### src/rtl/aes_chain_if.sv
// Bus-side and core-side signal bundle for the AES block-chaining front end.
// The controller connects through the slave modport; the driving environment
// (bus shift path plus AES round core) uses the master modport.
interface aes_chain_if #(
  parameter int BUS_W = 32
);
  // Mode configuration
  logic [1:0]       mode;
  logic             encrypt;
  logic [127:0]     iv;
  logic             iv_load;
  // Input word stream
  logic             in_valid;
  logic [BUS_W-1:0] in_data;
  logic             in_ready;
  // AES round core handshake
  logic             core_start;
  logic             core_encrypt;
  logic [127:0]     core_block;
  logic             core_done;
  logic [127:0]     core_result;
  // Output word stream
  logic             out_valid;
  logic [BUS_W-1:0] out_data;
  logic             out_ready;
  // Status
  logic             busy;
  logic [15:0]      blocks_done;
  logic             err;

  modport slave (
    input  mode, encrypt, iv, iv_load,
    input  in_valid, in_data,
    output in_ready,
    output core_start, core_encrypt, core_block,
    input  core_done, core_result,
    output out_valid, out_data,
    input  out_ready,
    output busy, blocks_done, err
  );

  modport master (
    output mode, encrypt, iv, iv_load,
    output in_valid, in_data,
    input  in_ready,
    input  core_start, core_encrypt, core_block,
    output core_done, core_result,
    input  out_valid, out_data,
    output out_ready,
    input  busy, blocks_done, err
  );
endinterface

### src/rtl/aes_chain_ctrl.sv
// Block-chaining front end for the AES accelerator.
// Packs BUS_W-bit words (MSB-first) into 128-bit blocks, applies ECB / CBC /
// CTR chaining around one AES core operation per block and unpacks the
// result back into BUS_W-bit words.
// Optional feature: define AES_CHAIN_WDOG_EN to enable a core_done watchdog
// (TIMEOUT cycles in WAIT); without it err is tied low and WAIT never times out.
module aes_chain_ctrl #(
  parameter int BUS_W   = 32,
  parameter int CTR_W   = 32,
  parameter int TIMEOUT = 64
) (
  input  logic       hclk,
  input  logic       hrst,
  aes_chain_if.slave bus
);

  localparam int WPB   = 128 / BUS_W;
  localparam int CNT_W = 3;

  localparam logic [1:0] M_ECB = 2'b00;
  localparam logic [1:0] M_CBC = 2'b01;
  localparam logic [1:0] M_CTR = 2'b10;

  // Low CTR_W bits of the counter block take part in the increment.
  localparam logic [127:0] CTR_MASK = (CTR_W >= 128) ? {128{1'b1}}
                                                     : ((128'd1 << CTR_W) - 128'd1);

  typedef enum logic [1:0] {FILL, ISSUE, WAIT, DRAIN} state_t;

  // Elaboration-time parameter legality checks.
  if (BUS_W != 32 && BUS_W != 64 && BUS_W != 128) begin : g_bad_bus_w
    $error("aes_chain_ctrl: BUS_W must be 32, 64 or 128");
  end
  if (CTR_W < 1 || CTR_W > 128 || TIMEOUT < 1) begin : g_bad_param
    $error("aes_chain_ctrl: CTR_W must be 1..128 and TIMEOUT at least 1");
  end

  state_t           state_reg;
  logic [CNT_W-1:0] cnt_reg;
  logic [127:0]     blk_reg;
  logic [127:0]     chain_reg;
  logic [127:0]     ctr_reg;
  logic [1:0]       mode_reg;
  logic             enc_reg;
  logic             in_ready_reg;
  logic             core_start_reg;
  logic             core_encrypt_reg;
  logic [127:0]     core_block_reg;
  logic [127:0]     out_blk_reg;
  logic             out_valid_reg;
  logic             busy_reg;
  logic [15:0]      blocks_done_reg;
`ifdef AES_CHAIN_WDOG_EN
  localparam int WDOG_W = $clog2(TIMEOUT + 1);
  logic [WDOG_W-1:0] wdog_reg;
  logic              err_reg;
`endif

  logic         load_take;
  logic         accept;
  logic         last_word;
  logic         last_out;
  logic [1:0]   mode_norm;
  logic [1:0]   mode_eff;
  logic         enc_eff;
  logic [127:0] chain_eff;
  logic [127:0] ctr_eff;
  logic [127:0] blk_full;
  logic [127:0] out_shift;
  logic [127:0] operand;
  logic [127:0] post_block;
  logic [127:0] ctr_inc;

  // Handshake qualifiers and the "load takes effect first" view of the config.
  assign load_take = (state_reg == FILL) && (cnt_reg == '0) && bus.iv_load;
  assign accept    = (state_reg == FILL) && in_ready_reg && bus.in_valid;
  assign last_word = accept && (cnt_reg == CNT_W'(WPB - 1));
  assign last_out  = bus.out_ready && (cnt_reg == CNT_W'(WPB - 1));
  assign mode_norm = (bus.mode == 2'b11) ? M_ECB : bus.mode;
  assign mode_eff  = load_take ? mode_norm   : mode_reg;
  assign enc_eff   = load_take ? bus.encrypt : enc_reg;
  assign chain_eff = load_take ? bus.iv      : chain_reg;
  assign ctr_eff   = load_take ? bus.iv      : ctr_reg;

  // Word lanes: lane gi occupies bits [127-gi*BUS_W -: BUS_W] (lane 0 is the MSB word).
  for (genvar gi = 0; gi < WPB; gi++) begin : g_lane
    localparam int HI = 127 - gi * BUS_W;
    assign blk_full[HI -: BUS_W] = (cnt_reg == CNT_W'(gi)) ? bus.in_data
                                                           : blk_reg[HI -: BUS_W];
    if (gi == WPB - 1) begin : g_tail
      assign out_shift[HI -: BUS_W] = '0;
    end else begin : g_body
      assign out_shift[HI -: BUS_W] = out_blk_reg[HI - BUS_W -: BUS_W];
    end
  end

  assign ctr_inc = (ctr_reg & ~CTR_MASK) | ((ctr_reg + 128'd1) & CTR_MASK);

  // Core operand built from the completed block, including the word arriving now.
  always_comb begin
    operand = blk_full;
    case (mode_eff)
      M_CBC:   if (enc_eff) operand = blk_full ^ chain_eff;
      M_CTR:   operand = ctr_eff;
      default: ;
    endcase
  end

  // Post-processing of the core result into the output block.
  always_comb begin
    post_block = bus.core_result;
    case (mode_reg)
      M_CBC:   if (!enc_reg) post_block = bus.core_result ^ chain_reg;
      M_CTR:   post_block = bus.core_result ^ blk_reg;
      default: ;
    endcase
  end

  // Main sequencer: FILL -> ISSUE -> WAIT -> DRAIN with registered outputs.
  always_ff @(posedge hclk or posedge hrst) begin
    if (hrst) begin
      state_reg        <= FILL;
      cnt_reg          <= '0;
      blk_reg          <= '0;
      chain_reg        <= '0;
      ctr_reg          <= '0;
      mode_reg         <= M_ECB;
      enc_reg          <= 1'b1;
      in_ready_reg     <= 1'b0;
      core_start_reg   <= 1'b0;
      core_encrypt_reg <= 1'b0;
      core_block_reg   <= '0;
      out_blk_reg      <= '0;
      out_valid_reg    <= 1'b0;
      busy_reg         <= 1'b0;
      blocks_done_reg  <= '0;
`ifdef AES_CHAIN_WDOG_EN
      wdog_reg         <= '0;
      err_reg          <= 1'b0;
`endif
    end else begin
      case (state_reg)
        FILL: begin
          in_ready_reg <= 1'b1;
          if (load_take) begin
            chain_reg <= bus.iv;
            ctr_reg   <= bus.iv;
            mode_reg  <= mode_norm;
            enc_reg   <= bus.encrypt;
          end
          if (accept) begin
            blk_reg <= blk_full;
            if (last_word) begin
              cnt_reg          <= '0;
              state_reg        <= ISSUE;
              in_ready_reg     <= 1'b0;
              busy_reg         <= 1'b1;
              core_start_reg   <= 1'b1;
              core_block_reg   <= operand;
              core_encrypt_reg <= (mode_eff == M_CTR) ? 1'b1 : enc_eff;
            end else begin
              cnt_reg <= cnt_reg + 1'b1;
            end
          end
        end
        ISSUE: begin
          core_start_reg <= 1'b0;
          state_reg      <= WAIT;
`ifdef AES_CHAIN_WDOG_EN
          wdog_reg       <= '0;
`endif
        end
        WAIT: begin
          if (bus.core_done) begin
            out_blk_reg     <= post_block;
            out_valid_reg   <= 1'b1;
            blocks_done_reg <= blocks_done_reg + 16'd1;
            state_reg       <= DRAIN;
            if (mode_reg == M_CBC) chain_reg <= enc_reg ? bus.core_result : blk_reg;
            if (mode_reg == M_CTR) ctr_reg <= ctr_inc;
          end
`ifdef AES_CHAIN_WDOG_EN
          else if (wdog_reg == WDOG_W'(TIMEOUT - 1)) begin
            err_reg      <= 1'b1;
            state_reg    <= FILL;
            busy_reg     <= 1'b0;
            in_ready_reg <= 1'b1;
          end else begin
            wdog_reg <= wdog_reg + 1'b1;
          end
`endif
        end
        DRAIN: begin
          if (bus.out_ready) begin
            out_blk_reg <= out_shift;
            if (last_out) begin
              cnt_reg       <= '0;
              out_valid_reg <= 1'b0;
              busy_reg      <= 1'b0;
              in_ready_reg  <= 1'b1;
              state_reg     <= FILL;
            end else begin
              cnt_reg <= cnt_reg + 1'b1;
            end
          end
        end
        default: state_reg <= FILL;
      endcase
    end
  end

  assign bus.in_ready     = in_ready_reg;
  assign bus.core_start   = core_start_reg;
  assign bus.core_encrypt = core_encrypt_reg;
  assign bus.core_block   = core_block_reg;
  assign bus.out_valid    = out_valid_reg;
  assign bus.out_data     = out_blk_reg[127 -: BUS_W];
  assign bus.busy         = busy_reg;
  assign bus.blocks_done  = blocks_done_reg;
`ifdef AES_CHAIN_WDOG_EN
  assign bus.err          = err_reg;
`else
  assign bus.err          = 1'b0;
`endif

endmodule

### src/flat_wrapper.sv
// flat-port wrapper written by rule: the top's interface ports become plain ports
module aes_chain_ctrl_flat 
#(
  parameter int BUS_W   = 32,
  parameter int CTR_W   = 32,
  parameter int TIMEOUT = 64
)
  (hclk, hrst, bus_mode, bus_encrypt, bus_iv, bus_iv_load, bus_in_valid, bus_in_data, bus_in_ready, bus_core_start, bus_core_encrypt, bus_core_block, bus_core_done, bus_core_result, bus_out_valid, bus_out_data, bus_out_ready, bus_busy, bus_blocks_done, bus_err);
  aes_chain_if #(.BUS_W(BUS_W)) bus_i ();
  input  logic hclk;
  input  logic hrst;
  input wire logic [$bits(bus_i.mode)-1:0] bus_mode;
  input wire logic [$bits(bus_i.encrypt)-1:0] bus_encrypt;
  input wire logic [$bits(bus_i.iv)-1:0] bus_iv;
  input wire logic [$bits(bus_i.iv_load)-1:0] bus_iv_load;
  input wire logic [$bits(bus_i.in_valid)-1:0] bus_in_valid;
  input wire logic [$bits(bus_i.in_data)-1:0] bus_in_data;
  output wire logic [$bits(bus_i.in_ready)-1:0] bus_in_ready;
  output wire logic [$bits(bus_i.core_start)-1:0] bus_core_start;
  output wire logic [$bits(bus_i.core_encrypt)-1:0] bus_core_encrypt;
  output wire logic [$bits(bus_i.core_block)-1:0] bus_core_block;
  input wire logic [$bits(bus_i.core_done)-1:0] bus_core_done;
  input wire logic [$bits(bus_i.core_result)-1:0] bus_core_result;
  output wire logic [$bits(bus_i.out_valid)-1:0] bus_out_valid;
  output wire logic [$bits(bus_i.out_data)-1:0] bus_out_data;
  input wire logic [$bits(bus_i.out_ready)-1:0] bus_out_ready;
  output wire logic [$bits(bus_i.busy)-1:0] bus_busy;
  output wire logic [$bits(bus_i.blocks_done)-1:0] bus_blocks_done;
  output wire logic [$bits(bus_i.err)-1:0] bus_err;
  assign bus_i.mode = bus_mode;
  assign bus_i.encrypt = bus_encrypt;
  assign bus_i.iv = bus_iv;
  assign bus_i.iv_load = bus_iv_load;
  assign bus_i.in_valid = bus_in_valid;
  assign bus_i.in_data = bus_in_data;
  assign bus_in_ready = bus_i.in_ready;
  assign bus_core_start = bus_i.core_start;
  assign bus_core_encrypt = bus_i.core_encrypt;
  assign bus_core_block = bus_i.core_block;
  assign bus_i.core_done = bus_core_done;
  assign bus_i.core_result = bus_core_result;
  assign bus_out_valid = bus_i.out_valid;
  assign bus_out_data = bus_i.out_data;
  assign bus_i.out_ready = bus_out_ready;
  assign bus_busy = bus_i.busy;
  assign bus_blocks_done = bus_i.blocks_done;
  assign bus_err = bus_i.err;
  aes_chain_ctrl #(.BUS_W(BUS_W), .CTR_W(CTR_W), .TIMEOUT(TIMEOUT)) u_core (.hclk(hclk), .hrst(hrst), .bus(bus_i));
endmodule
### config.mk
export PLATFORM = sky130hd
export DESIGN_NAME = aes_chain_ctrl_flat
export DESIGN_NICKNAME = d
export VERILOG_FILES = /design/src/rtl/aes_chain_if.sv /design/src/rtl/aes_chain_ctrl.sv /design/src/flat_wrapper.sv
export SDC_FILE = /design/constraint.sdc
export NUM_CORES = 2
export LEC_CHECK = 0
export CAP_MARGIN = 20
export CORE_MARGIN = 8
export CORE_UTILIZATION = 30
export DETAILED_ROUTE_END_ITERATION = 12
export PLACE_DENSITY = 0.52
export SLEW_MARGIN = 20
export SYNTH_ARGS = -nofsm -noshare
export SYNTH_HDL_FRONTEND = slang
export SYNTH_SLANG_ARGS = --single-unit
### constraint.sdc
create_clock -name hclk -period 25.6 [get_ports hclk]
set_clock_uncertainty 0.2 [all_clocks]
set_input_delay 5.12 -clock hclk [delete_from_list [all_inputs] [get_ports hclk]]
set_output_delay 5.12 -clock hclk [all_outputs]
set_load 0.02 [all_outputs]
* After elaboration in Yosys (flattened, before gate mapping) *
Index checks and enable logic that the tools add are counted.

storage, ports and cells
  input bits = 297
  flip-flop bits (word level) = 669
  logic and storage cells = 112
  output and inout port bits = 182

operators by class
  reductions and logical operators = 24
  bitwise operators = 4
  mux-type cells = 48
  equal/unequal tests = 18
  add/sub/neg operators = 3

operators by type and width
  kind                                           count
  2-to-1 mux 128 bit                             11
  one-hot mux 128 bit (2 select lines)           5
  bitwise XOR 128 bit                            3
  2-to-1 mux 32 bit                              4
  bitwise OR 128 x 32 -> 128 bit                 1
  adder 32 x 1 -> 32 bit, second input constant  1
  AND reduction 3 bit                            7
  adder 16 x 1 -> 16 bit, second input constant  1
  2-to-1 mux 2 bit                               7
  2-to-1 mux 3 bit                               4
  2-to-1 mux 1 bit                               11
  == test 2 bit, second input constant           5
  != test 2 x 1 -> 1 bit, second input constant  5
  AND reduction 5 bit                            2
  one-hot mux 1 bit (2 select lines)             4
  one-hot mux 2 bit (4 select lines)             1
  nonzero test 2 bit                             4
  == test 2 x 1 -> 1 bit, second input constant  3
  == test 3 x 2 -> 1 bit, second input constant  2
  logical AND 1 bit                              6
  one-hot mux 3 bit (2 select lines)             1
  != test 2 bit, second input constant           2
  AND reduction 2 bit                            2
  AND reduction 4 bit                            1
  4 further kinds                                4

* Depth between registers and ports, before layout *
  depth after elaboration = 7
  mapped depth = 20

* Worst setup path after synthesis *
Ideal clock, no wire load.

  path kind = input to register
  start = input port bus_iv_load
  end = register u_core.core_block_reg[10] (netlist: u_core.bus.core_block[10])
  arrival time = 7,865 ps
  buffers on the path = 8
  setup time = 82 ps
  setup slack = 17,454 ps
  stages = 16
  cells stage by stage = and4b_1 -> buf_2 -> buf_6 -> buf_2 -> buf_2 -> buf_2 -> nand3b_1 -> o21ai_0 -> inv_1 -> ha_1 -> clkbuf_1 -> nor2b_1 -> clkbuf_1 -> clkbuf_1 -> a31oi_1 -> a31oi_1

on the way
  elaborated cells between the ends (all ways) = 10

RTL lines
  element                                                  RTL line               RTL
  start: declaration                                       flat_wrapper.sv:15     input wire logic [$bits(bus_i.iv_load)-1:0] bus_iv_load;
  logical AND 1 bit *                                      aes_chain_ctrl.sv:75   assign load_take = (state_reg == FILL) && (cnt_reg == '0) && bus.iv_load;
  2-to-1 mux 2 bit *                                       aes_chain_ctrl.sv:80   assign mode_eff = load_take ? mode_norm : mode_reg;
  named net u_core.mode_eff[0]                             aes_chain_ctrl.sv:64   logic [1:0] mode_eff;
  == test 2 bit or == test 2 x 1 -> 1 bit (tied branches)  aes_chain_ctrl.sv:102  case (mode_eff)
  one-hot mux 128 bit (2 select lines) *                   aes_chain_ctrl.sv:102
  end signal: assignment                                   aes_chain_ctrl.sv:159  core_block_reg <= operand;
  end: declaration                                         aes_chain_ctrl.sv:48   logic [127:0] core_block_reg;

Mark *: on every way through the listed nets, which the timed path passes. The rest lies on a longest branch.
A chain may end at the register's enable or synchronous reset.

* Worst setup path in the final report *
  start = input port bus_iv_load
  end = register u_core.core_block_reg[65] (netlist: u_core.bus.core_block[65])

Same word-level chain as after synthesis.

==> flow_summary.json <==
{
  "status": "completed",
  "routed_wl_um": 210400,
  "postSynthCellCount": 5132,
  "yosysUniqueCellTypes": 67,
  "yosysWarnings": 0,
  "grt_pass1_wl_um": 300800,
  "start_util": 0.3026,
  "yosysMostFrequentCell": "dfrtp_1",
  "syn_nets": 5444,
  "crit_type": "primary input to flip-flop",
  "syn_to_final_growth_pct": 20.50,
  "rows": 138,
  "cts-root-buf": "clkbuf_16",
  "cts.sinks": 669,
  "path_max_fanout": 64,
  "synth_top_area_cell": "dfrtp_1",
  "synthAdderAreaFrac": 0.004375,
  "num_vias": 42770,
  "worst_setup_path_start_kind": "primary input",
  "synth_mux_area_frac": 0.09881,
  "maxCapViolCount": 0,
  "ys_seq_elements": 669,
  "worst_pin_slew_ns": 1.187,
  "period_share": 0.3687,
  "fp.dieArea_um2": 155400,
  "hold_viol": 0,
  "cp_cell_sequence": "clkdlybuf4s50_1, and4b_4, nand3b_1, o21ai_0, inv_1, ha_4, inv_1, nand4_1, buf_4, buf_4, a21oi_1, nand4_1, and3_1",
  "final_antenna_net_count": 0,
  "slew_headroom": 0.2064,
  "initialDrtViolationCount": 4375,
  "ir_worst_vdd_mv": 0.1181,
  "fmax_ghz": 0.1060,
  "p_total_mw": 6.785,
  "vias_per_cell": 5.876,
  "grt_usage": 0.2568,
  "first_pass_iters": 7,
  "postCtsSetupBuffers": 0,
  "cts_tree": "built",
  "wl_per_cell_um": 28.91,
  "gp_congestion": 0.8638,
  "synthXorXnorAreaFrac": 0.005920,
  "die_x_um": 394.2,
  "p_per_area_nw_per_um2": 131.3,
  "syn-mean-instance-area_um2": 8.360,
  "drive_gt1_frac": 0.07544,
  "synth_common_cells": "668 x dfrtp_1, 515 x a21oi_1, 485 x o21ai_0, 425 x nand2_1, 337 x nor2_1",
  "p_leak_nw": 20.90,
  "slowest_stage": "buf_4",
  "rsz0062_at_grt": "no",
  "max_stage_delay_ns": 0.89,
  "netlist_area_um2": 42900,
  "final-setup-viol-count": 0,
  "synth_area_leaders": "dfrtp_1 39%, mux2i_1 6.1%, a21oi_1 6.0%, o21ai_0 5.7%, nand2_1 3.7%",
  "drc": 0,
  "htreeDepth": 3,
  "ys.flop_type": "dfrtp_1",
  "grt_pass1_vias": 40260,
  "end_kind": "flip-flop",
  "required_ns": 26.02,
  "dp_hpwl_um": 138100,
  "yosysTopAreaCellShare": 0.3896,
  "cts_resized": 0,
  "core_area_um2": 141800,
  "synthSimpleGateAreaFrac": 0.1930,
  "synthArstFlopShare": 1.000,
  "die_h_um": 394.2,
  "nets": 5604,
  "worstPathArrival_ns": 9.86,
  "synth_edf_count": 0,
  "grt.overflow.total": 0,
  "clk_latency_ns": 0.72,
  "setup_tns_ns": 0,
  "antenna_found_initial": 62,
  "hold_buffers": 0,
  "numCtsBuffers": 89,
  "cts_buffer_depth": 3,
  "synth_compound_area_frac": 0.2446,
  "clkTransAtPathRegs_ns": 0.05,
  "ys_seq_area_frac": 0.3903,
  "pin_count": 479,
  "min_path_type": "flip-flop to flip-flop",
  "synth_top_family_by_area": "compound AO/OA/AOI/OAI gates",
  "grt_start_max_net_pins": 159,
  "post-route-min-period_ns": 9.438,
  "io_buffers": 477,
  "slew_viol_final": 0
}
## cell type report
| cell class | instances | area (µm²) |
|---|---|---|
| timing repair buffer | 566 | 5489 |
| antenna | 34 | 85.08 |
| inverter | 141 | 539.3 |
| sequential | 669 | 16750 |
| multi-input combinational | 3825 | 23650 |
| tap | 1890 | 2365 |
| clock inverter | 26 | 227.7 |
| clock buffer | 128 | 2595 |
| fill | 14470 | 90060 |
## routing by layer
| metal | GRT usage | routed length [µm] |
|---|---|---|
| met5 | 0 | 207 |
| met4 | 0.1095 | 9216 |
| met3 | 0.07042 | 17930 |
| met2 | 0.4038 | 95970 |
| met1 | 0.3310 | 87110 |
## metrics by stage
step                      setup slack (ns)  area [µm²]  cells  hold slack (ns)    util
after global placement               15.79       48780   7091           0.2629  0.3441
final                                16.16       51690   7279           0.2731  0.3647
after detailed placement             15.63       48780   7091           0.2683  0.3441
after floorplan                      1.530       42900   5132           0.2501       -
after CTS                            16.36       51610   7245           0.2764  0.3640
after global routing                 15.99       51630   7255           0.2981  0.3642
## logic make-up after synthesis
group,Yosys count
flops,669
compound gates,1727
buf+inv,638
simple gates,1649
fa+ha+maj,15
xor+xnor,29
other cells,1
mux,404
## cells in the final DEF (no fill, tap or decap), types with 9 or more instances in the layout
cell type          n
a221o_1           33
a22o_1            96
o21ai_0          484
a31oi_1          145
clkdlybuf4s50_1  475
nor2_1           334
clkbuf_8          20
ha_1               9
a22oi_1           32
nand2_1          423
nor2b_1          101
clkinv_2          13
a21oi_1          515
mux2_2           135
a311oi_1          41
clkbuf_1          18
nand4_1           68
dfrtp_1          668
clkbuf_16         90
nor3_1            83
diode_2           34
mux2i_1          263
xnor2_1           25
buf_4             85
inv_1            138
and3_1           181
o22a_1            43
a221oi_1         100
nor3b_1           92
nand2b_1         126
nand3_1          182
or3_1             19
o22ai_1          208
## worst max-delay path, delay by kind of cell
kind | cells | cell delay [ns]
buffers and inverters | 5 | 2.46
AOI/OAI and AO/OA | 2 | 0.29
and+or+nand+nor | 5 | 1.19
adders and majority gates | 1 | 0.59
## power by group
group | total (mW) | internal [mW] | switching [mW]
sequential | 1.95 | 1.50 | 0.443
combinational | 3.59 | 1.30 | 2.28
clock | 1.25 | 0.713 | 0.540
total | 6.79 | 3.52 | 3.27
## final timing paths
kind | cells past startpoint | end | from | slack [ns]
setup / recovery | 13 | u_core.bus.core_block[65] | bus_iv_load | 16.16
hold / removal | 1 | u_core.bus.blocks_done[15] | u_core.bus.blocks_done[15] | 0.27
setup reg to reg | 14 | u_core.bus.core_block[65] | u_core.state_reg[0] | 20.16
hold reg to reg | 1 | u_core.bus.blocks_done[15] | u_core.bus.blocks_done[15] | 0.27
max in group asynchronous | 4 | u_core.blk_reg[17] | hrst | 18.21
min in group asynchronous | 2 | u_core.bus.blocks_done[8] | hrst | 4.69
Note: power is estimated with default switching activity, not from simulation.
